[src/rtl/hilo_mdu.sv]
// hilo_mdu: HI/LO multiply-divide unit.
// Multiplies go through a MUL_STAGES-deep product pipeline; MADD/MSUB
// accumulate into HI/LO when the product commits. Divides run a restoring
// shift-subtract loop, one bit per cycle, and apply signs in a final FIX state.
module hilo_mdu #(
  parameter int unsigned WIDTH      = 32,
  parameter int unsigned MUL_STAGES = 2
) (
  input  logic             clk,
  input  logic             rst,
  input  logic             start_i,
  input  logic [3:0]       op_i,
  input  logic [WIDTH-1:0] src_a_i,
  input  logic [WIDTH-1:0] src_b_i,
  input  logic             flush_i,
  input  logic             hilo_access_i,
  output logic             ready_o,
  output logic             busy_o,
  output logic             stall_o,
  output logic             done_o,
  output logic [WIDTH-1:0] hi_o,
  output logic [WIDTH-1:0] lo_o
);

  localparam int unsigned DW   = 2 * WIDTH;
  localparam int unsigned CntW = $clog2(WIDTH + 1);

  localparam logic [3:0] OpMult  = 4'd1;
  localparam logic [3:0] OpMultu = 4'd2;
  localparam logic [3:0] OpDiv   = 4'd3;
  localparam logic [3:0] OpDivu  = 4'd4;
  localparam logic [3:0] OpMadd  = 4'd5;
  localparam logic [3:0] OpMaddu = 4'd6;
  localparam logic [3:0] OpMsub  = 4'd7;
  localparam logic [3:0] OpMsubu = 4'd8;
  localparam logic [3:0] OpMthi  = 4'd9;
  localparam logic [3:0] OpMtlo  = 4'd10;

  // How a finished product is folded into HI/LO
  localparam logic [1:0] AccSet = 2'd0;
  localparam logic [1:0] AccAdd = 2'd1;
  localparam logic [1:0] AccSub = 2'd2;

  typedef enum logic [1:0] {StIdle, StMul, StDiv, StFix} state_e;

  state_e           state_q;
  logic [WIDTH-1:0] hi_q, lo_q;
  logic             done_q;
  logic [1:0]       acc_q;

  // Product pipeline
  logic [DW-1:0]         pipe_q [MUL_STAGES];
  logic [MUL_STAGES-1:0] vld_q;

  // Divider state
  logic [WIDTH-1:0] rem_q;
  logic [WIDTH-1:0] quo_q;
  logic [WIDTH-1:0] dvsr_q;
  logic [WIDTH-1:0] a_raw_q;
  logic             q_neg_q;
  logic             r_neg_q;
  logic             dvsr_zero_q;
  logic [CntW-1:0]  cnt_q;

  // Decode
  logic       op_mul, op_div, op_signed, op_mthi, op_mtlo;
  logic [1:0] op_acc;
  logic       can_accept;
  logic       acc_mul, acc_div, acc_mthi, acc_mtlo;

  // Datapath
  logic [DW-1:0]    a_ext, b_ext, product;
  logic             a_neg, b_neg;
  logic [WIDTH-1:0] a_mag, b_mag;
  logic [WIDTH:0]   r_shift, diff;
  logic [WIDTH-1:0] rem_nxt, quo_nxt;
  logic [DW-1:0]    mul_res;
  logic [WIDTH-1:0] fix_hi, fix_lo;
  logic             mul_commit;

  assign busy_o  = (state_q != StIdle);
  assign ready_o = ~busy_o;
  assign stall_o = busy_o & hilo_access_i;
  assign done_o  = done_q;
  assign hi_o    = hi_q;
  assign lo_o    = lo_q;

  // Opcode decode; undefined codes fall through as NOP
  always_comb begin
    op_mul    = 1'b0;
    op_div    = 1'b0;
    op_signed = 1'b0;
    op_mthi   = 1'b0;
    op_mtlo   = 1'b0;
    op_acc    = AccSet;
    case (op_i)
      OpMult:  begin op_mul = 1'b1; op_signed = 1'b1; end
      OpMultu: begin op_mul = 1'b1; end
      OpDiv:   begin op_div = 1'b1; op_signed = 1'b1; end
      OpDivu:  begin op_div = 1'b1; end
      OpMadd:  begin op_mul = 1'b1; op_signed = 1'b1; op_acc = AccAdd; end
      OpMaddu: begin op_mul = 1'b1; op_acc = AccAdd; end
      OpMsub:  begin op_mul = 1'b1; op_signed = 1'b1; op_acc = AccSub; end
      OpMsubu: begin op_mul = 1'b1; op_acc = AccSub; end
      OpMthi:  begin op_mthi = 1'b1; end
      OpMtlo:  begin op_mtlo = 1'b1; end
      default: ;
    endcase
  end

  // Acceptance qualifiers: a start while busy or flushing is simply dropped
  always_comb begin
    can_accept = start_i & ready_o & ~flush_i;
    acc_mul    = can_accept & op_mul;
    acc_div    = can_accept & op_div;
    acc_mthi   = can_accept & op_mthi;
    acc_mtlo   = can_accept & op_mtlo;
  end

  // Operand extension, full-width product and divider operand magnitudes
  always_comb begin
    a_ext   = op_signed ? {{WIDTH{src_a_i[WIDTH-1]}}, src_a_i} : {{WIDTH{1'b0}}, src_a_i};
    b_ext   = op_signed ? {{WIDTH{src_b_i[WIDTH-1]}}, src_b_i} : {{WIDTH{1'b0}}, src_b_i};
    product = a_ext * b_ext;
    a_neg   = op_signed & src_a_i[WIDTH-1];
    b_neg   = op_signed & src_b_i[WIDTH-1];
    // -MIN wraps to MIN, which reads correctly as the unsigned magnitude 2^(WIDTH-1)
    a_mag   = a_neg ? -src_a_i : src_a_i;
    b_mag   = b_neg ? -src_b_i : src_b_i;
  end

  // One restoring division step: shift in the next dividend bit, trial-subtract
  always_comb begin
    r_shift = {rem_q, quo_q[WIDTH-1]};
    diff    = r_shift - {1'b0, dvsr_q};
    if (!diff[WIDTH]) begin
      rem_nxt = diff[WIDTH-1:0];
      quo_nxt = {quo_q[WIDTH-2:0], 1'b1};
    end else begin
      rem_nxt = r_shift[WIDTH-1:0];
      quo_nxt = {quo_q[WIDTH-2:0], 1'b0};
    end
  end

  // Commit values for both the multiply and divide paths
  always_comb begin
    mul_commit = vld_q[MUL_STAGES-1];
    case (acc_q)
      AccAdd:  mul_res = {hi_q, lo_q} + pipe_q[MUL_STAGES-1];
      AccSub:  mul_res = {hi_q, lo_q} - pipe_q[MUL_STAGES-1];
      default: mul_res = pipe_q[MUL_STAGES-1];
    endcase
    if (dvsr_zero_q) begin
      fix_lo = '1;
      fix_hi = a_raw_q;
    end else begin
      fix_lo = q_neg_q ? -quo_q : quo_q;
      fix_hi = r_neg_q ? -rem_q : rem_q;
    end
  end

  // Product pipeline; flush discards every stage
  always_ff @(posedge clk or negedge rst) begin
    if (!rst) begin
      vld_q <= '0;
      for (int i = 0; i < MUL_STAGES; i++) pipe_q[i] <= '0;
    end else begin
      if (flush_i) begin
        vld_q <= '0;
      end else begin
        vld_q[0] <= acc_mul;
        for (int i = 1; i < MUL_STAGES; i++) vld_q[i] <= vld_q[i-1];
      end
      if (acc_mul) pipe_q[0] <= product;
      for (int i = 1; i < MUL_STAGES; i++) pipe_q[i] <= pipe_q[i-1];
    end
  end

  // Control FSM with HI/LO, done pulse and divider registers
  always_ff @(posedge clk or negedge rst) begin
    if (!rst) begin
      state_q     <= StIdle;
      hi_q        <= '0;
      lo_q        <= '0;
      done_q      <= 1'b0;
      acc_q       <= AccSet;
      rem_q       <= '0;
      quo_q       <= '0;
      dvsr_q      <= '0;
      a_raw_q     <= '0;
      q_neg_q     <= 1'b0;
      r_neg_q     <= 1'b0;
      dvsr_zero_q <= 1'b0;
      cnt_q       <= '0;
    end else begin
      done_q <= 1'b0;
      unique case (state_q)
        StIdle: begin
          if (acc_mthi) hi_q <= src_a_i;
          if (acc_mtlo) lo_q <= src_a_i;
          if (acc_mul) begin
            acc_q   <= op_acc;
            state_q <= StMul;
          end
          if (acc_div) begin
            rem_q       <= '0;
            quo_q       <= a_mag;
            dvsr_q      <= b_mag;
            a_raw_q     <= src_a_i;
            q_neg_q     <= a_neg ^ b_neg;
            r_neg_q     <= a_neg;
            dvsr_zero_q <= (src_b_i == '0);
            cnt_q       <= '0;
            state_q     <= StDiv;
          end
        end
        StMul: begin
          if (flush_i) begin
            state_q <= StIdle;
          end else if (mul_commit) begin
            {hi_q, lo_q} <= mul_res;
            done_q       <= 1'b1;
            state_q      <= StIdle;
          end
        end
        StDiv: begin
          if (flush_i) begin
            state_q <= StIdle;
            cnt_q   <= '0;
          end else begin
            rem_q <= rem_nxt;
            quo_q <= quo_nxt;
            cnt_q <= cnt_q + CntW'(1);
            if (cnt_q == CntW'(WIDTH - 1)) state_q <= StFix;
          end
        end
        StFix: begin
          cnt_q   <= '0;
          state_q <= StIdle;
          if (!flush_i) begin
            hi_q   <= fix_hi;
            lo_q   <= fix_lo;
            done_q <= 1'b1;
          end
        end
        default: state_q <= StIdle;
      endcase
    end
  end

endmodule
[config.mk]
export PLATFORM = sky130hd
export DESIGN_NAME = hilo_mdu
export DESIGN_NICKNAME = d
export VERILOG_FILES = /design/src/rtl/hilo_mdu.sv
export SDC_FILE = /design/constraint.sdc
export NUM_CORES = 2
export LEC_CHECK = 0
export BUFFER_PORTS_ARGS = -buffer_cell sky130_fd_sc_hd__buf_2
export CELL_PAD_IN_SITES_DETAIL_PLACEMENT = 1
export CELL_PAD_IN_SITES_GLOBAL_PLACEMENT = 2
export CORE_UTILIZATION = 45
export CTS_CLUSTER_DIAMETER = 80
export DETAILED_ROUTE_END_ITERATION = 10
export PLACE_DENSITY = 0.88
export SLEW_MARGIN = 20
export SYNTH_ARGS = -nofsm -noshare
export SYNTH_HDL_FRONTEND = slang
export SYNTH_SLANG_ARGS = --single-unit
[constraint.sdc]
create_clock -name clk -period 12.9 [get_ports clk]
set_input_delay 0.645 -clock clk [delete_from_list [all_inputs] [get_ports clk]]
set_output_delay 0.645 -clock clk [all_outputs]
set_load 0.03 [all_outputs]
==> out/results.ini <==
[synth]
netlist_area_um2=70620
netlist.area_leader.share=0.4028
ys_ff_latch=336
ys_top_cells_by_count=1,697 x inv_1, 1,421 x fa_1, 1,221 x nand2_1, 413 x ha_1, 376 x clkbuf_1
yosys-top-cells-area=fa_1 40%, dfrtp_1 12%, inv_1 9.0%
syn_avg_cell_area_um2=8.754
yosys_warnings=0
syn_nets=9974
yosysUniqueCellTypes=95
synth_edf_count=0
synthCells=8067
synth-seq-area-share=0.1191
synth_top_cell_by_area=fa_1
async_flop_share=1.000
yosysMostFrequentCell=inv_1
synthFlopType=dfrtp_1

[global_routing]
grt_pass1_vias=63554
antenna_found_initial=16
grt_max_degree=131
grt_pass1_wl_mm=390.8
overflow=0
grt_usage=0.3296

[detailed_routing]
drtIter0Drc=3394
ant_nets=0
drtPass1Iterations=5
num_vias=56035
wl_per_cell_um=25.41
avgViaCountPerCell=5.599
drt-total-wl_mm=254.3
drc=0

[sta]
fin_skew_ps=19.62
fin_crit_sh=0.8225
slew_violations=0
relSlewSlack=0.1836
fmax_mhz=94.25
timing.hold.ws_ps=107.4
period_minus_slack_ps=10610
hold_violations=0
rsz0062_at_grt=false
tightest_slew_ps=1212
fin_tns_setup_ps=0
setup-violations-final=0

[placed_design]
dp_hpwl_mm=207.8
place.port_buffers=140
dp.cells=9923
gp_congestion=0.9999

[clocking]
cts.sinks=336
cts_buffers=41
cts-root-buf=clkbuf_16
ctsLongestPathBuffers=3
cts_resized=0
h-tree-depth=2
cts_tree=done
cts_hold_buf=0
insertion_delay_ps=590
cts.clk_slew.worst_paths_ps=60
cts_setup_buffers=0

[floorplanning]
core-area_um2=156000
die_x_um=398.1
die_h_um=398.1
dieArea_um2=158500
rows=145
ios=141
start_util=0.4526

[layout]
stdcell_count=10008
nFillCells=18335
nNetsFinal=9815
area_growth_pct=5.457
utilization=0.4773
drive_gt1_frac=0.04446

[critical_path]
crit_path_max_fanout=23
reg2reg_depth=23
worstSetupStartpointType=primary input
slowest_delay_ps=970
required_ps=13380
crit_path_start=op_i[0]
cp-endpoint=pipe_q[125]
path_common_cell=fa_1
crit_slowest_cell=and2_1
cp-end-kind=flop
timing.rr.start=pipe_q[1]
arrival_ps=11090
r2r-end=hi_o[31]
ff2ff_setup_slack_ps=6820
path_class=primary input to flop

[flow_run]
maxCapViolCount=0

[min_path]
hold_path.class=primary input to asynchronous set/reset pin

[run_status]
status=finished clean

==> worst max-delay path, delay by kind of cell <==
kind / cells / cell delay [ps]
adder cells (fa/ha/maj): 11 / 5650
AO/OA/AOI/OAI: 4 / 1200
buffers and inverters: 7 / 1060
AND/OR/NAND/NOR: 6 / 2490
==> through the flow <==
step	worst slack, ps	cell area, um^2
floorplan	3323	70620
global placement	1992	73060
detailed placement	1783	73070
CTS	2405	74450
global route	1870	74450
finish	2290	74470
==> worst min-delay path by stage <==
| stage | slack (ps) | from | to |
|---|---|---|---|
| finish | 110 | rst | pipe_q[80] |
| global route | 150 | rst | pipe_q[3] |
| CTS | 130 | rst | pipe_q[67] |
| detailed placement | 360 | pipe_q[78] | pipe_q[14] |
| global placement | 360 | pipe_q[111] | pipe_q[47] |
| floorplan | 350 | rst | a_raw_q[0] |
==> state kept, by name, summed over array words and instances (netlist names), 2 cells and up <==
signal	flops
hi_o	32
quo_q	32
pipe_q	128
vld_q	2
state_q	2
acc_q	2
cnt_q	6
dvsr_q	32
rem_q	32
lo_o	32
a_raw_q	32
==> cell type report <==
type | count | area, um^2 | share of cell area
inverters | 1698 | 6374 | 0.08558
well taps | 2058 | 2575 | 0.03458
flip-flops and latches | 336 | 8411 | 0.1129
clock inverters | 16 | 167.7 | 0.002251
diodes | 11 | 27.53 | 0.0003696
clock buffers | 58 | 1212 | 0.01628
repair buffers | 233 | 1424 | 0.01912
multi-input cells | 5598 | 54280 | 0.7289
==> placed cells by master (no fill, tap or decap), types with 12 or more instances in the layout <==
cell type,n
nand3_1,43
a21o_1,68
o31ai_1,39
clkbuf_16,43
a21oi_1,352
nand2_1,1221
o41ai_1,12
o21bai_1,32
and3_1,37
fa_1,1421
o21a_1,24
or4_1,18
buf_2,138
xor2_1,114
xnor2_1,262
buf_4,93
o211ai_1,27
nor2b_1,26
nor2_1,313
a31oi_1,39
mux2i_1,40
a211oi_1,30
dfrtp_1,334
nor4_1,23
o221ai_1,21
and2_1,325
nor3_1,55
or3_1,26
o21ai_0,368
a221oi_1,14
nand2b_1,30
ha_1,412
nand4_1,36
inv_1,1697
==> per-layer routing <==
| metal | wire [um] | track usage |
|---|---|---|
| met5 | 50 | 0 |
| met2 | 125700 | 0.5745 |
| met4 | 13840 | 0.1514 |
| met1 | 102900 | 0.4144 |
| met3 | 11880 | 0.02872 |
==> logic make-up after synthesis <==
group                      Yosys count  synth area share
adders and majority gates         1835            0.4761
buffers and inverters             2133            0.1136
xor gates and xnor gates           378           0.04725
DFF                                336            0.1191
muxes                               43          0.006148
AOI/OAI and AO/OA                 1129           0.09603
and+or+nand+nor                   2213            0.1418
Power is left out: the tool's default activity adds up to more than one toggle a clock period on the data nets, which glitch-free logic cannot reach.
